--- src/rtl/voice_phase_osc.sv ---
// Single synth voice: phase accumulator, four waveforms, attack/sustain/release envelope.
// Optional macro VOICE_GATE_PHASE_RESET_EN zeroes the phase on every gate rise.
module voice_phase_osc #(
   parameter int ACC_W        = 16,
   parameter int ATTACK_STEP  = 8,
   parameter int RELEASE_STEP = 4
) (
   input  logic        clk,
   input  logic        reset,
   input  logic        sample_tick,
   input  logic [15:0] increment,
   input  logic        gate,
   input  logic [1:0]  waveform,
   input  logic [7:0]  pulse_width,
   output logic [15:0] sample_out,
   output logic        sample_valid,
   output logic        env_active
);

   localparam logic [1:0] ST_IDLE    = 2'd0;
   localparam logic [1:0] ST_ATTACK  = 2'd1;
   localparam logic [1:0] ST_SUSTAIN = 2'd2;
   localparam logic [1:0] ST_RELEASE = 2'd3;

   localparam logic [8:0] ATT_STEP = 9'(ATTACK_STEP);
   localparam logic [7:0] REL_STEP = 8'(RELEASE_STEP);

   logic [ACC_W-1:0] acc_q, acc_d;
   logic [7:0]       level_q, level_d;
   logic [1:0]       state_q, state_d;
   logic             gate_q;
   logic [15:0]      lfsr_q, lfsr_d;
   logic             pend_q;
   logic [15:0]      sample_out_q, sample_out_d;
   logic             sample_valid_q;

   logic             rise, fall;
   logic [8:0]       level_sum;
   logic [7:0]       p;
   logic [6:0]       tri_v;
   logic signed [7:0] w;
   logic [15:0]      prod;

   assign rise = gate & ~gate_q;
   assign fall = ~gate & gate_q;

   // NOTE: every always_comb output gets a default first so no latch is inferred.
   always_comb begin
      state_d   = state_q;
      level_d   = level_q;
      level_sum = {1'b0, level_q} + ATT_STEP;
      if (rise) begin
         state_d = ST_ATTACK;
      end else if (fall && (state_q == ST_ATTACK || state_q == ST_SUSTAIN)) begin
         state_d = ST_RELEASE;
      end else if (sample_tick) begin
         case (state_q)
            ST_ATTACK: begin
               if (level_sum >= 9'd255) begin
                  level_d = 8'd255;
                  state_d = ST_SUSTAIN;
               end else begin
                  level_d = level_sum[7:0];
               end
            end
            ST_RELEASE: begin
               if (level_q <= REL_STEP) begin
                  level_d = 8'd0;
                  state_d = ST_IDLE;
               end else begin
                  level_d = level_q - REL_STEP;
               end
            end
            default: ;
         endcase
      end
   end

   always_comb begin
      acc_d  = acc_q;
      lfsr_d = lfsr_q;
      if (sample_tick) begin
         acc_d  = acc_q + ACC_W'(increment);
         lfsr_d = {lfsr_q[14:0], lfsr_q[15] ^ lfsr_q[13] ^ lfsr_q[12] ^ lfsr_q[10]};
      end
`ifdef VOICE_GATE_PHASE_RESET_EN
      if (rise) acc_d = '0;
`endif
   end

   // Stage 2 reads the registers written by the tick one cycle earlier.
   always_comb begin
      p     = acc_q[ACC_W-1 -: 8];
      tri_v = p[7] ? ~p[6:0] : p[6:0];
      case (waveform)
         2'd0:    w = p - 8'd128;
         2'd1:    w = (p < pulse_width) ? 8'sd127 : -8'sd127;
         2'd2:    w = {tri_v, 1'b0} - 8'd128;
         default: w = lfsr_q[7:0];
      endcase
      prod         = {{8{w[7]}}, w} * {8'd0, level_q};
      sample_out_d = pend_q ? prod : sample_out_q;
   end

   // NOTE: sequential state uses non-blocking assignments only.
   always_ff @(posedge clk) begin
      if (reset) begin
         acc_q          <= '0;
         level_q        <= 8'd0;
         state_q        <= ST_IDLE;
         gate_q         <= 1'b0;
         lfsr_q         <= 16'hACE1;
         pend_q         <= 1'b0;
         sample_out_q   <= 16'd0;
         sample_valid_q <= 1'b0;
      end else begin
         acc_q          <= acc_d;
         level_q        <= level_d;
         state_q        <= state_d;
         gate_q         <= gate;
         lfsr_q         <= lfsr_d;
         pend_q         <= sample_tick;
         sample_out_q   <= sample_out_d;
         sample_valid_q <= pend_q;
      end
   end

   assign sample_out   = sample_out_q;
   assign sample_valid = sample_valid_q;
   assign env_active   = (state_q != ST_IDLE);

endmodule

--- config.mk ---
export PLATFORM = sky130hd
export DESIGN_NAME = voice_phase_osc
export DESIGN_NICKNAME = d
export VERILOG_FILES = /design/src/rtl/voice_phase_osc.sv
export SDC_FILE = /design/constraint.sdc
export NUM_CORES = 1
export LEC_CHECK = 0
export CORE_UTILIZATION = 45
export CTS_CLUSTER_DIAMETER = 60
export DETAILED_ROUTE_END_ITERATION = 6
export PLACE_DENSITY = 0.67
export SLEW_MARGIN = 0
export SYNTH_ARGS = -nofsm -noshare
export SYNTH_HDL_FRONTEND = slang
export SYNTH_SLANG_ARGS = --single-unit
--- constraint.sdc ---
create_clock -name clk -period 6.25 [get_ports clk]
set_input_delay 0.9375 -clock clk [delete_from_list [all_inputs] [get_ports clk]]
set_output_delay 0.9375 -clock clk [all_outputs]
set_load 0.03 [all_outputs]
==> flow_metrics.tcl, run 1 <==
set metrics [dict create \
    p_leak_nw 3.36 \
    viasPerCell 5.30 \
    required_ps 6450 \
    ir_worst_vdd_v 0.000106 \
    rrSetupSlack_ps 700 \
    n_antenna_cell 0 \
    cts_tree "done" \
    ys_seq_elements 60 \
    clock.fmax_ghz 0.170 \
    grt_usage_pct 21.2 \
    portBuffers 47 \
    dieWidth_um 116 \
    p_int_w 0.00110 \
    coreArea_um2 12600 \
    synthXorXnorAreaFrac_pct 5.39 \
    drv_cap 0 \
    drive_gt1_share_pct 18.0 \
    p_sw_share_pct 32.1 \
    synthArstFlopShare_pct 0 \
    num_rows 41 \
    synthCells 670 \
    syn_to_final_growth_pct 25.7 \
    wirelength_um 13200 \
    die-area_um2 13400 \
    antenna_found_initial 0 \
    synth_area_leaders "dfxtp_1 (21%), ha_1 (16%), fa_1 (13%)" \
    pwr-share-seq_pct 27.9 \
    ys_warn_count 0 \
    reg2reg_to "sample_out[10]$_SDFFE_PP0P_" \
    syn-cell-area_um2 5830 \
    finClkSkew_ps 8.86 \
    wire_per_inst_um 14.4 \
    cp-startpoint "pulse_width[7]" \
    cts.clk_slew.worst_paths_ps 50 \
    drt_pass1_iterations 5 \
    p_comb_share_pct 36.4 \
    synth_top_area_share_pct 20.6 \
    seq_area_frac_synth_pct 20.6 \
    ant_nets 0 \
    final_cell_count_no_fill 918 \
    gp_congestion 0.869 \
    p_switching_w 0.000519 \
    boundaryPins 48 \
    nFillCells 1127 \
    ff2ff_path_depth 23 \
    drt_iter0_drc 201 \
    fin_crit_sh_pct 94.2 \
    area.sequential_um2 1200 \
    grt_max_degree 60 \
    grt_pass1_wl_um 22300 \
    grt_setup_unrepaired "no" \
    cts_max_level 3 \
    yosys.area.top_type "dfxtp_1" \
    path_max_fanout 7 \
    pwr-share-clk_pct 35.8 \
    maxSlewViolCount 0 \
    hold_slack_ps 473 \
    critical_path.endpoint "sample_out[10]$_SDFFE_PP0P_" \
    initial_core_util_pct 46.2 \
    endpoint_kind "flop" \
    fin_nets 882 \
    synth.net_count 810 \
    insertion_delay_ps 340 \
    power_density_nw_per_um2 221 \
    worstMarginPinSlew_ps 857 \
    cp.arrival_ps 6080 \
    synth_compound_gate_area_share_pct 13.9 \
    hp-class "flop to flop" \
    cts_made_buffers 9 \
    syn_area_per_cell_um2 8.70 \
    fin_crit_ps 5890 \
    finalSetupViolations 0 \
    dp_cells 900 \
    post-route-drc-count 0 \
    slew_headroom_pct 42.8 \
    reg2reg_from "acc_q[12]$_SDFFE_PP0P_" \
    num_vias 4861 \
    finalHoldViolCount 0 \
    synth_edf_count 0 \
    multi_input_comb_area_um2 4470 \
    clock_tree.buffer_depth 2 \
    synthFlopType "dfxtp_1" \
    synth_cell_types 58 \
    power_w 0.00162 \
    grt_pass1_vias 4662 \
    hold_buffers 0 \
    startpoint_type "primary input" \
    synth_fa_ha_area_share_pct 28.4 \
    cts.sinks 60 \
    cts_root_buf "clkbuf_16" \
    grt_overflow 0 \
    fp.dieH_um 116 \
    status "finished clean" \
    synth_simple_gate_area_share_pct 17.7 \
    muxShareOfSynthArea_pct 6.95 \
    synth_top_family_by_area "adder cells" \
    path_class "primary input to flop" \
    hpwl_um 9670 \
]
-- state kept, by name, indices dropped and copies added (netlist names) --
register,flops
gate_q,1
sample_out,16
level_q,7
state_q,2
pend_q,1
lfsr_q,16
acc_q,16
sample_valid,1
-- worst max-delay path, stage by stage --
cell and delay, ps:
clkdlybuf4s50_1 450, inv_1 40, ha_1 270, nor2_1 70
or2_4 260, mux4_2 480, buf_6 150, and2_1 170
fa_1 470, ha_1 280, inv_1 50, fa_1 500
fa_1 550, inv_1 60, ha_4 210, nor2b_2 150
o21ai_2 150, a21boi_2 100, buf_4 140, o21ai_0 200
nand2b_1 110, xnor2_1 170, o22ai_1 110
-- placed cells by master, fill, tap and decap left out, types with 7 or more instances in the layout --
cell             count
ha_1                60
inv_2               13
nor2_1              64
nand2_1             29
nor2b_1             12
a21o_1               7
nor3_1               9
a21oi_1             27
inv_1               65
mux2i_1             27
clkbuf_16            9
o21ai_1              8
o21ai_0             19
clkdlybuf4s50_1     39
a211o_1             10
xor2_1              14
a21oi_2              7
buf_4               35
fa_1                33
xnor2_1             18
ha_4                11
and2_1              33
dfxtp_1             60
nand2b_1            15
a211oi_1             7
-- kinds of logic after synthesis --
kind of cell	Yosys count
compound gates	126
xor+xnor	35
mux	33
buf+inv	105
simple gates	201
fa+ha+maj	110
flops	60
-- routing by layer --
metal	vias to the layer above	wire [µm]	share of wire, %	global-route usage, %
met3	23	397	3.0	4.08
met2	97	6630	50	35.8
met5	-	0	0	0
met4	0	276	2.1	7.26
met1	2334	5930	45	27.2
li1	2407	-	-	-
-- synthesized netlist by cell type, drive strengths merged (2+ instances only) --
master	n
nand2b	15
and3	2
a211oi	9
a21oi	34
dfxtp	60
clkbuf	21
a31o	2
fa	37
o21ai	32
a21boi	3
buf	6
nor3	9
a22oi	3
nand4	4
nor2b	13
ha	73
a221oi	2
inv	78
a31oi	4
and3b	2
o22ai	6
o2111ai	2
a211o	10
xor2	15
a21o	7
o21bai	3
xnor2	20
nor2	66
mux2i	27
and2	43
nand3	5
nand2	31
o211ai	3
nand3b	2
or2	4
mux4	6
nor3b	2
-- cell type report --
class | count | area share [%]
multi-input cells | 505 | 60.9
repair buffers | 88 | 11.1
clock buffers | 10 | 3.26
clock inverters | 5 | 1.37
inverters | 78 | 4.00
well taps | 172 | 2.94
flip-flops and latches | 60 | 16.4
-- power by group through the flow --
stage / sequential [W] / clock, W / combinational (W)
after global routing: 0.000456 / 0.000608 / 0.000655
final: 0.000451 / 0.000579 / 0.000589
after CTS: 0.000450 / 0.000590 / 0.000571
after floorplan: 0.000459 / 0 / 0.000362
after detailed placement: 0.000457 / 0 / 0.000535
after global placement: 0.000456 / 0 / 0.000522
-- how the worst min path moves through the flow --
stage / startpoint / endpoint / slack, ps / cells past startpoint
floorplan: lfsr_q[9]$_SDFFE_PP0P_ / lfsr_q[10]$_SDFFE_PP1P_ / 440 / 1
detailed placement: lfsr_q[14]$_SDFFE_PP0P_ / lfsr_q[15]$_SDFFE_PP1P_ / 460 / 1
CTS: sample_out[5]$_SDFFE_PP0P_ / sample_out[5]$_SDFFE_PP0P_ / 480 / 2
global route: lfsr_q[9]$_SDFFE_PP0P_ / lfsr_q[10]$_SDFFE_PP1P_ / 500 / 1
global placement: lfsr_q[9]$_SDFFE_PP0P_ / lfsr_q[10]$_SDFFE_PP1P_ / 450 / 1
finish: lfsr_q[14]$_SDFFE_PP0P_ / lfsr_q[15]$_SDFFE_PP1P_ / 470 / 1
-- through the flow --
stage	area, µm²	setup slack (ps)	setup TNS, ps	util, %
final	7330	363	0	58.1
after global routing	7330	120	0	58.1
after CTS	7170	0.906	0	56.8
after detailed placement	6680	-628	-4130	52.9
after global placement	6680	-491	-3130	52.9
after floorplan	5830	97.6	0	-
-- repair_timing --
item | CTS | global route
buffers inserted | 3 | 1
pin swaps | 35 | 37
setup endpoints to repair | 8 | 8
gates resized for setup | 38 | 37
(Power assumes the default switching activity.)
==> inputs of run 2 (changes only) <==
- CORE_ASPECT_RATIO: not set -> 1.4
==> run 2 against run 1 <==
Die area is essentially flat. Non-clock buffer count is 6 higher. Critical path depth is 1 lower. Hold slack got worse by 2.5 ps. Via count fell by 0.10%. Power is 6.4% higher. Clock skew fell by 2.0 ps. Worst setup slack worse by 160 ps. Critical endpoint is now sample_out[12]$_SDFFE_PP0P_. Largest cell class unchanged.
==> flow_metrics.tcl, run 2 (synthesis results as in run 1) <==
set metrics [dict create \
    tns_ps 0 \
    cts_root_buf "clkbuf_16" \
    fp.dieH_um 137 \
    initial_core_util_pct 46.7 \
    n_antenna_cell 0 \
    cts_max_level 3 \
    worstMarginPinSlew_ps 1120 \
    coreArea_um2 12500 \
    critPathMaxStageDelay_ps 510 \
    p_leak_nw 3.43 \
    ant_nets 0 \
    required_ps 6430 \
    hp-class "flop to flop" \
    antenna_found_initial 0 \
    grt_pass1_vias 4983 \
    startpoint_type "primary input" \
    hold_slack_ps 470 \
    rrSetupSlack_ps 540 \
    design_area_um2 7390 \
    grt_setup_unrepaired "no" \
    path_max_fanout 6 \
    num_vias 4856 \
    viasPerCell 5.38 \
    num_rows 48 \
    crit_path_top_delay_cell "mux4_2" \
    hpwl_um 10100 \
    dieWidth_um 98.2 \
    insertion_delay_ps 330 \
    power_density_nw_per_um2 233 \
    hold_buffers 0 \
    wire_per_inst_um 15.4 \
    grt_usage_pct 21.6 \
    final_cell_mix "inv_1 (66), nor2_1 (64), ha_1 (64), dfxtp_1 (60), clkdlybuf4s50_1 (39)" \
    portBuffers 47 \
    cts.clk_slew.worst_paths_ps 60 \
    fin_nets 888 \
    post-place-ws_ps -715 \
    drt_iter0_drc 175 \
    fin_util_pct 59.2 \
    drv_cap 0 \
    finClkSkew_ps 6.87 \
    placed_area_um2 6640 \
    worstPathCellList "clkdlybuf4s50_1, inv_1, ha_1, nor2_1, or2_4, buf_6, mux4_2, and2_4, fa_1, fa_1, fa_1, inv_2, fa_1, inv_2, ha_4, a21o_1, buf_6, o41ai_4, buf_4, xnor2_2, mux2i_1, nor2_1" \
    cp.arrival_ps 6220 \
    gp_congestion 0.859 \
    drive_gt1_share_pct 18.2 \
    cp_common_cell "fa_1" \
    die-area_um2 13400 \
    grt_pass1_wl_um 23100 \
    ir_worst_vdd_v 0.000163 \
    clock.fmax_ghz 0.166 \
    boundaryPins 48 \
    cts_tree "done" \
    post-route-drc-count 0 \
    cts.sinks 60 \
    endpoint_kind "flop" \
    syn_to_final_growth_pct 26.8 \
    slew_headroom_pct 25.5 \
    finalHoldViolCount 0 \
    clock_tree.buffer_depth 2 \
    drt_pass1_iterations 4 \
    finalSetupViolations 0 \
    fin_crit_sh_pct 96.7 \
    cts_made_buffers 9 \
    fin_crit_ps 6040 \
    setup_ws_ps 208 \
    grt_max_degree 60 \
    final_common_cell "inv_1" \
    grt_overflow 0 \
    maxSlewViolCount 0 \
    path_class "primary input to flop" \
    wirelength_um 13900 \
    status "finished clean" \
]
## run 2: cell count changes in the layout (fill, tap and decap cells not counted), sizes merged
cell	before	now
buf	43	49
bufinv	3	5
clkbuf	10	9
clkinv	2	1
clkinvlp	0	1
## run 2: final cells by class
class	count	area, µm²
tap	150	188
timing repair buffer	94	871
sequential	60	1200
multi-input combinational	505	4450
clock inverter	7	163
clock buffer	9	225
inverter	78	293
fill	1075	5100
## run 2: path summary, 6_finish.rpt
path / from / end / depth (start not counted)
min: lfsr_q[9]$_SDFFE_PP0P_ / lfsr_q[10]$_SDFFE_PP1P_ / 1
max reg2reg: acc_q[14]$_SDFFE_PP0P_ / sample_out[12]$_SDFFE_PP0P_ / 22
max: pulse_width[7] / sample_out[12]$_SDFFE_PP0P_ / 22
min reg2reg: lfsr_q[9]$_SDFFE_PP0P_ / lfsr_q[10]$_SDFFE_PP1P_ / 1
## run 2: repair_timing
item | CTS | global route
resized for setup | 38 | 35
setup endpoints to repair | 8 | 8
pin swaps | 31 | 33
buffers inserted | 4 | 7
hold endpoints to repair | 0 | 0
## run 2: worst max-delay path: cells and delay by family
family                     cells  cell delay [ps]
AOI/OAI and AO/OA              2              570
xor gates and xnor gates       1               50
adders and majority gates      6             2410
buffers and inverters          7             1020
muxes                          2              640
and+or+nand+nor                4              580
## run 2: through the flow
step,std cells,total power [W]
2_1_floorplan,670,0.000821
3_3_place_gp,876,0.000981
3_5_place_dp,876,0.000994
4_1_cts,896,0.00170
5_1_grt,903,0.00182
6_report,903,0.00172
## run 2: metal layers
layer	track usage [%]	share of wire [%]	vias to the layer above
li1	-	-	2411
met1	22.8	39	2348
met2	42.4	56	72
met3	3.37	2.6	25
met4	8.96	2.6	0
met5	0	0	-
## run 2: power breakdown
part	leakage (nW)	total (W)	internal (W)	switching, W
combinational	2.76	0.000614	0.000305	0.000309
clock	0.186	0.000655	0.000469	0.000186
sequential	0.493	0.000454	0.000416	0.0000372
total	3.43	0.00172	0.00119	0.000531
